--- src/rtl/mult_pkg.sv ---
// Shared types and helpers for the sequential shift-add multiplier.
package mult_pkg;

   localparam int MAX_W = 64;

   typedef enum logic [2:0] {
      IDLE  = 3'd0,
      MAG   = 3'd1,
      ACCUM = 3'd2,
      FIX   = 3'd3,
      DONE  = 3'd4
   } state_t;

   function automatic int cnt_width(input int n);
      return (n > 2) ? $clog2(n) : 1;
   endfunction

   // Callers zero-extend into MAX_W and truncate the result back to their width.
   function automatic logic [MAX_W-1:0] negate(input logic [MAX_W-1:0] v);
      return ~v + MAX_W'(1);
   endfunction

endpackage

--- src/rtl/seq_mult_dp.sv ---
// Multiplier datapath: operand/magnitude registers, 2N-bit accumulator and one
// N-bit adder reused on every ACCUM cycle.
module seq_mult_dp import mult_pkg::*; #(
   parameter int N  = 4,
   parameter int CW = cnt_width(N)
) (
   input  logic            clk,
   input  logic            rst,
   input  logic            capture,
   input  logic            load,
   input  logic            step,
   input  logic            fix,
   input  logic [CW-1:0]   cnt,
   input  logic            is_signed,
   input  logic [N-1:0]    a,
   input  logic [N-1:0]    b,
   output logic [2*N-1:0]  p
);

   logic [N-1:0]   a_reg, b_reg;
   logic           sgn_reg, neg_reg;
   logic [2*N-1:0] acc;
   logic [N-1:0]   a_neg, b_neg, a_mag, b_mag, addend, sum;
   logic [2*N-1:0] acc_neg;
   logic           cout;

   assign a_neg   = N'(negate(MAX_W'(a_reg)));
   assign b_neg   = N'(negate(MAX_W'(b_reg)));
   assign acc_neg = (2*N)'(negate(MAX_W'(acc)));

   assign a_mag = (sgn_reg && a_reg[N-1]) ? a_neg : a_reg;
   assign b_mag = (sgn_reg && b_reg[N-1]) ? b_neg : b_reg;

   // After load, a_reg/b_reg hold magnitudes; b selects whether a is added.
   assign addend = b_reg[cnt] ? a_reg : '0;

   seq_mult_rca #(.W(N)) u_rca (
      .a    (acc[2*N-1:N]),
      .b    (addend),
      .cin  (1'b0),
      .sum  (sum),
      .cout (cout)
   );

   always_ff @(posedge clk or posedge rst) begin
      if (rst) begin
         a_reg   <= '0;
         b_reg   <= '0;
         sgn_reg <= 1'b0;
         neg_reg <= 1'b0;
         acc     <= '0;
         p       <= '0;
      end else begin
         if (capture) begin
            a_reg   <= a;
            b_reg   <= b;
            sgn_reg <= is_signed;
         end
         if (load) begin
            a_reg   <= a_mag;
            b_reg   <= b_mag;
            neg_reg <= sgn_reg & (a_reg[N-1] ^ b_reg[N-1]);
            acc     <= '0;
         end
         if (step) acc <= {cout, sum, acc[N-1:1]};
         if (fix)  p   <= neg_reg ? acc_neg : acc;
      end
   end

endmodule

--- src/rtl/seq_mult_rca.sv ---
// W-bit ripple-carry adder.
module seq_mult_rca #(
   parameter int W = 4
) (
   input  logic [W-1:0] a,
   input  logic [W-1:0] b,
   input  logic         cin,
   output logic [W-1:0] sum,
   output logic         cout
);

   logic [W:0] c;

   assign c[0] = cin;

   for (genvar i = 0; i < W; i++) begin : g_bit
      assign sum[i]  = a[i] ^ b[i] ^ c[i];
      assign c[i+1]  = (a[i] & b[i]) | (c[i] & (a[i] ^ b[i]));
   end

   assign cout = c[W];

endmodule

--- src/rtl/seq_mult_ctrl.sv ---
// Sequential shift-add multiplier controller with valid/ready on both sides.
//   state | meaning
//   IDLE  | in_ready high, waiting for operands
//   MAG   | convert latched operands to magnitudes, record result sign
//   ACCUM | N add/shift steps, one multiplier bit per cycle
//   FIX   | apply sign to accumulator, load P
//   DONE  | out_valid high, P held until out_ready
module seq_mult_ctrl import mult_pkg::*; #(
   parameter int N = 4
) (
   input  logic            clk,
   input  logic            rst,
   input  logic            in_valid,
   output logic            in_ready,
   input  logic            is_signed,
   input  logic [N-1:0]    A,
   input  logic [N-1:0]    B,
   output logic            out_valid,
   input  logic            out_ready,
   output logic [2*N-1:0]  P,
   output logic            busy
);

   localparam int            CW   = cnt_width(N);
   localparam logic [CW-1:0] LAST = CW'(N-1);

   state_t        state;
   logic [CW-1:0] cnt;
   logic          capture, load, step, fix;

   assign in_ready  = (state == IDLE);
   assign out_valid = (state == DONE);
   assign busy      = (state != IDLE);

   assign capture = in_ready && in_valid;
   assign load    = (state == MAG);
   assign step    = (state == ACCUM);
   assign fix     = (state == FIX);

   always_ff @(posedge clk or posedge rst) begin
      if (rst) begin
         state <= IDLE;
         cnt   <= '0;
      end else begin
         case (state)
            IDLE:  if (in_valid) state <= MAG;
            MAG: begin
               cnt   <= '0;
               state <= ACCUM;
            end
            ACCUM: begin
               cnt <= cnt + CW'(1);
               if (cnt == LAST) state <= FIX;
            end
            FIX:   state <= DONE;
            DONE:  if (out_ready) state <= IDLE;
            default: state <= IDLE;
         endcase
      end
   end

   seq_mult_dp #(.N(N), .CW(CW)) u_dp (
      .clk       (clk),
      .rst       (rst),
      .capture   (capture),
      .load      (load),
      .step      (step),
      .fix       (fix),
      .cnt       (cnt),
      .is_signed (is_signed),
      .a         (A),
      .b         (B),
      .p         (P)
   );

endmodule

--- config.mk ---
export PLATFORM = sky130hd
export DESIGN_NAME = seq_mult_ctrl
export DESIGN_NICKNAME = d
export VERILOG_FILES = /design/src/rtl/mult_pkg.sv /design/src/rtl/seq_mult_dp.sv /design/src/rtl/seq_mult_rca.sv /design/src/rtl/seq_mult_ctrl.sv
export SDC_FILE = /design/constraint.sdc
export NUM_CORES = 1
export LEC_CHECK = 0
export BUFFER_PORTS_ARGS = -buffer_cell sky130_fd_sc_hd__buf_4
export CAP_MARGIN = 15
export CORE_ASPECT_RATIO = 0.6
export CORE_MARGIN = 2
export CORE_UTILIZATION = 51
export DETAILED_ROUTE_END_ITERATION = 16
export PLACE_DENSITY = 0.8
export SYNTH_ARGS = -nofsm -noshare
export SYNTH_HDL_FRONTEND = slang
export SYNTH_HIERARCHICAL = 1
export SYNTH_SLANG_ARGS = --single-unit
--- constraint.sdc ---
create_clock -name clk -period 2.56 [get_ports clk]
set_input_delay 0.512 -clock clk [delete_from_list [all_inputs] [get_ports clk]]
set_output_delay 0.512 -clock clk [all_outputs]
set_load 0.02 [all_outputs]
### After elaboration in Yosys (flattened, before gate mapping)

Cells that the tools add are included.

| word-level totals | value |
|---|---|
| flip-flop bits (word level) | 31 |
| bits in latches | 0 |
| RAM bits | 0 |
| memory bits (read-only) | 0 |
| output and inout bits | 11 |
| logic and storage cells | 72 |
| memories kept | 0 |

| cells by class | value |
|---|---|
| add/subtract/negate cells | 4 |
| $mul | 0 |
| div/mod/pow operators | 0 |
| magnitude comparators | 1 |
| equal/unequal tests | 10 |
| shift-type cells | 0 |
| multiplexer cells | 17 |
| bitwise logic cells | 22 |
| reduce and logical (&&, ||, !) cells | 10 |

Operators by type and width:

| operator | number |
|---|---|
| 2-to-1 mux 4 bit | 7 |
| 2-to-1 mux 8 bit | 3 |
| one-hot mux 3 bit (5 select lines) | 1 |
| 2-to-1 mux 3 bit | 3 |
| adder 4 x 1 -> 4 bit (second input constant) | 2 |
| adder 8 x 1 -> 8 bit (second input constant) | 1 |
| AND 1 bit | 8 |
| inequality test 2 x 1 -> 1 bit (second input constant) | 4 |
| NOT 4 bit | 2 |
| NOT 8 bit | 1 |
| bitwise XOR 1 bit | 8 |
| equality test 3 x 2 -> 1 bit (second input constant) | 2 |
| one-hot mux 2 bit (2 select lines) | 1 |
| AND reduction 2 bit | 2 |
| nonzero test 2 bit | 2 |
| equality test 3 x 1 -> 1 bit (second input constant) | 1 |
| equality test 3 bit (second input constant) | 1 |
| logical AND 1 bit | 3 |
| zero test 3 bit | 1 |
| less-than comparator 2 x 3 -> 1 bit (second input constant) | 1 |
| bitwise OR 1 bit | 3 |
| AND reduction 3 bit | 1 |
| nonzero test 3 bit | 1 |
| adder 2 x 1 -> 2 bit (second input constant) | 1 |
| other kinds (4) | 4 |

### Longest topological paths before layout

| depth | value |
|---|---|
| depth after elaboration | 11 |
| mapped depth | 12 |

### Cells and area by module

The synthesis kept the hierarchy.

Modules (own cells, without submodules):

| module | times used | cells an instance | area an instance (µm²) | seq. area each (µm²) |
|---|---|---|---|---|
| seq_mult_dp | 1 | 135 | 1361.3 | 650.6 |
| seq_mult_ctrl | 1 | 30 | 329.1 | 125.1 |
| seq_mult_rca | 1 | 14 | 117.6 | 0.0 |

### Least setup slack after synthesis

Ideal clock, no wire load.

| timing path | value |
|---|---|
| path type | reg-to-reg |
| start | reg cnt[0] |
| end | reg u_dp.acc[6] |
| library setup time | 0.066 ns |
| arrival | 2.703 ns |
| required time | 2.494 ns |
| path slack | -0.209 ns |
| cell stages (with the launch flop) | 12 |
| buffers on the path | 0 |
| cell sequence | dfrtp_1 > mux4_2 > and2_1 > fa_1 > inv_1 > fa_1 > inv_1 > fa_1 > inv_1 > fa_1 > inv_1 > a22o_1 |

| on the way | value |
|---|---|
| word-level cells in the longest chain between the ends | 10 |
| elaborated cells between the ends (all ways) | 15 |
| classes of those cells | mux: 4; bitwise: 11 |

RTL lines:

| element | line | text |
|---|---|---|
| from (decl) | seq_mult_ctrl.sv:28 | `logic [CW-1:0] cnt;` |
| from (signal assigned) | seq_mult_ctrl.sv:52 | `cnt <= cnt + CW'(1);` |
| binary-select mux 1 bit (select 2 bit) | seq_mult_dp.sv:35 | `assign addend = b_reg[cnt] ? a_reg : '0;` |
| 2-to-1 mux 1 bit (not written as such) | seq_mult_dp.sv:35 |  |
| 2-to-1 mux 4 bit | seq_mult_dp.sv:35 |  |
| via u_dp.addend[0] | seq_mult_dp.sv:23 | `logic [N-1:0] a_neg, b_neg, a_mag, b_mag, addend, sum;` |
| AND 1 bit (2 in series) | seq_mult_rca.sv:18 | `assign c[i+1] = (a[i] & b[i]) \| (c[i] & (a[i] ^ b[i]));` |
| bitwise OR 1 bit | seq_mult_rca.sv:18 |  |
| AND 1 bit | seq_mult_rca.sv:18 |  |
| bitwise OR 1 bit | seq_mult_rca.sv:18 |  |
| bitwise XOR 1 bit | seq_mult_rca.sv:17 | `assign sum[i] = a[i] ^ b[i] ^ c[i];` |
| via u_dp.sum[3] | seq_mult_dp.sv:23 |  |
| 2-to-1 mux 8 bit | seq_mult_dp.sv:65 | `if (step) acc <= {cout, sum, acc[N-1:1]};` |
| to (signal assigned) | seq_mult_dp.sv:65 |  |
| to (decl) | seq_mult_dp.sv:22 | `logic [2*N-1:0] acc;` |

The timed path passes the listed nets, and every way through them passes these cells. The select of a mux whose other input is x is not followed.
A chain may end at the register's enable or synchronous reset.

### Worst setup path in the final report

Ends and elaborated chain as after synthesis.

==> summary.txt <==
Critical path
  – End point of the critical path: u_dp/acc[6]
  – Crit path depth: 11
  – Reg2reg end: u_dp/acc[6]
  – Worst Path Required: 2.77 ns
  – Worst r2r src: cnt[0]
  – Slowest CP cell: mux4_2
  – Crit-path max cell delay: 0.54 ns
  – Critical path class: reg -> reg
  – WP buf/inv: 4
  – CP endpoint kind: flop
  – Critical path launch point type: flop
  – Worst Setup SP: cnt[0]
  – Worst r2r path cells: 11
  – Critical path peak fanout: 2
  – Crit path DAT: 2.96 ns
  – Cells along the critical path: mux4_2 -> and2_4 -> fa_2 -> inv_2 -> fa_2 -> inv_2 -> fa_2 -> inv_2 -> fa_1 -> inv_1 -> a22o_1
  – Crit path max-delay family: adder cells
  – R2R Setup Slk: -0.18 ns

Clocking
  – H-Tree Depth: 2
  – CTS buffer count: 5
  – CTS root buf: clkbuf_8
  – Clock Pin Slew Worst Setup and Hold Paths: 0.06 ns
  – CTS Sinks: 31
  – Clock Latency Late Sink: 0.28 ns
  – CTS max path bufs: 2
  – TritonCTS clock tree: built

Timing
  – Period utilization: 1.07
  – Max Transition Viols Final: 0
  – RSZ-0062 raised after global routing: yes
  – Final setup fails: 1
  – Clk_skew: 0.00731 ns
  – Final WS setup: -0.185 ns
  – Final hold vios: 0
  – Fin Setup TNS: -0.185 ns
  – Max Fclk: 364 MHz
  – Period minus WS final: 2.74 ns

Floorplanning
  – Die area: 0.00405 mm²
  – Die height: 50.1 µm
  – Die Wd: 80.9 µm
  – Core Rows: 16
  – Top-Level Pins: 24
  – Core box area: 0.00332 mm²
  – Initial Utilization: 0.544

Global route
  – GRT Resource Usage Total: 0.235
  – Largest net degree at the start of global routing: 27
  – Vias in the first global route: 1526
  – Total grt overflow: 0
  – Initial antenna violation count: 0
  – First-pass GRT wire length: 6990 µm

Detailed routing
  – DR pass1 iterations: 4
  – Post-route ant nets: 0
  – Vias per cell: 5.55
  – DR vias: 1437
  – Drt wl/cell: 15.6 µm
  – Detailed Route WL: 4040 µm
  – Drt initial violations: 72
  – Residual DRC: 0

Synth
  – Synth warn: 6
  – Seq cells post-synth: 31
  – Post-synth EDFFs: 0
  – Sequential element share of the synthesized area: 0.429
  – Most used DFF post-synth: dfrtp_1
  – Area leader, netlist: dfrtp_1
  – Synthesized area: 0.00181 mm²
  – Asr flop ratio synth: 1.00
  – Mapped Cells: 179
  – Net Count, Synth: 200
  – Top post-synthesis cells by area: dfrtp_1, inv_1, fa_1, a22o_1, mux2i_1
  – Netlist cell types: 47
  – Mean Syn Cell Area: 10.1 µm²
  – Yosys top cell area share: 0.429

Finish
  – Final Instance Area: 0.00218 mm²
  – Leading registers by flop count: u_dp/acc: 8 flops, u_dp/p: 8 flops
  – Final core utilization: 0.657
  – Post-layout nets: 234
  – Area grow syn2layout: 20.7%
  – Fillers: 286
  – # diodes: 0
  – Final Non-Filler Cells: 259
  – Fraction of layout cells with a size suffix above 1: 0.276

Placed design
  – IO buf count: 23
  – DP HPWL: 2980 µm
  – Routability Congestion: 0.824
  – DP Area: 0.00206 mm²
  – Cell count after placement: 249

Job
  – Max-cap check violation count: 0

Pwr
  – PwrDens: 1330 mW/mm²
  – P_leak: 1.06 nW
  – Worst VDD drop: 534 µV
  – Total power: 0.00291 W

Outcome
  – Failing checks: negative setup slack
  – Status: complete, but fails checks

Min path
  – Worst min path class: in -> async
[worst register-to-register path, delay by kind of cell, from the launching register on]
kind	cells	cell delay, ns
fa+ha+maj	4	1.24
mux	1	0.55
flops	1	0.38
buf+inv	4	0.23
simple gates	1	0.17
compound gates	1	0.13
[metal layers]
layer	wire (µm)	GRT usage
met5	0	0
met4	74	0.105
met3	239	0.0604
met1	1760	0.283
met2	1970	0.397
[cells by family after synthesis]
family / after synthesis / share of synthesized area
muxes: 9 / 0.0581
adders and majority gates: 8 / 0.0720
AOI/OAI and AO/OA: 34 / 0.131
xor gates and xnor gates: 4 / 0.0194
and+or+nand+nor: 59 / 0.203
DFF: 31 / 0.429
other: 1 / 0.00207
buffers and inverters: 33 / 0.0844
[cell usage in the layout, fill, tap and decap left out, drive strengths merged, types with 2 or more instances in the layout]
| cell type | n |
|---|---|
| buf | 36 |
| dfrtp | 31 |
| inv | 24 |
| nor2 | 8 |
| a22o | 8 |
| clkbuf | 8 |
| nor3 | 7 |
| o21ai | 7 |
| mux2i | 6 |
| nand2 | 6 |
| nor3b | 6 |
| and2 | 5 |
| ha | 4 |
| nand2b | 4 |
| nor2b | 4 |
| fa | 4 |
| a21o | 3 |
| a31oi | 3 |
| o22ai | 3 |
| a21oi | 3 |
| a211o | 2 |
| xnor2 | 2 |
| xor2 | 2 |
| nand3 | 2 |
| mux2 | 2 |
| and3 | 2 |
| nor4 | 2 |
| nand3b | 2 |
| nand4 | 2 |
| o31ai | 2 |
| or3 | 2 |
[synth_stat cells, types with 2 or more instances]
| cell type | number |
|---|---|
| nor3_1 | 7 |
| a31oi_1 | 3 |
| xor2_1 | 2 |
| a22o_1 | 8 |
| o31ai_1 | 2 |
| and3_1 | 2 |
| nor3b_1 | 5 |
| o22ai_1 | 3 |
| ha_1 | 4 |
| nor4_1 | 2 |
| buf_2 | 5 |
| nor2b_1 | 4 |
| mux2i_1 | 6 |
| buf_6 | 3 |
| nand2_1 | 6 |
| and2_1 | 5 |
| fa_1 | 4 |
| nand4_1 | 2 |
| nand3_1 | 2 |
| a21oi_1 | 3 |
| mux2_2 | 2 |
| inv_1 | 22 |
| xnor2_1 | 2 |
| dfrtp_1 | 31 |
| a211o_1 | 2 |
| nor2_1 | 8 |
| o21ai_0 | 7 |
| nand2b_1 | 4 |
| nand3b_1 | 2 |
| a21o_1 | 3 |
| inv_2 | 2 |
[stage by stage]
stage | hold slack [ns] | setup slack (ns)
final | 0.147 | -0.185
after global routing | 0.152 | -0.308
after CTS | 0.142 | -0.177
after detailed placement | 0.440 | -0.235
after global placement | 0.435 | -0.113
after floorplan | 0.291 | 0.128
[layout make-up]
cell class              count  area (µm²)  area share
well taps                  45        56.3      0.0258
flip-flops and latches     31         776       0.356
clock buffers               8         100      0.0459
multi-input cells         115         890       0.408
inverters                  24        90.1      0.0413
repair buffers             36         270       0.124
[worst min path at each step]
stage                     to  cells after the start  startpoint
floorplan             cnt[0]                      1         rst
global placement    state[1]                      2         rst
detailed placement  state[0]                      2         rst
CTS                 state[2]                      2         rst
global route        state[2]                      2         rst
finish              state[2]                      2         rst
[report_power, final]
group | leakage (nW) | total, W | internal, W | switching, W
Combinational | 0.617 | 0.00150 | 0.000750 | 0.000752
Clock | 0.0515 | 0.000416 | 0.000245 | 0.000171
Sequential | 0.388 | 0.000992 | 0.000712 | 0.000279
Total | 1.06 | 0.00291 | 0.00171 | 0.00120
[repair_timing]
action,CTS,global route
hold endpoints to repair,0,0
resized for setup,3,0
hold buffers,0,0
pin swaps,1,0
endpoints found under the setup margin,2,2
setup buffers,1,1
(Power assumes the default switching activity.)
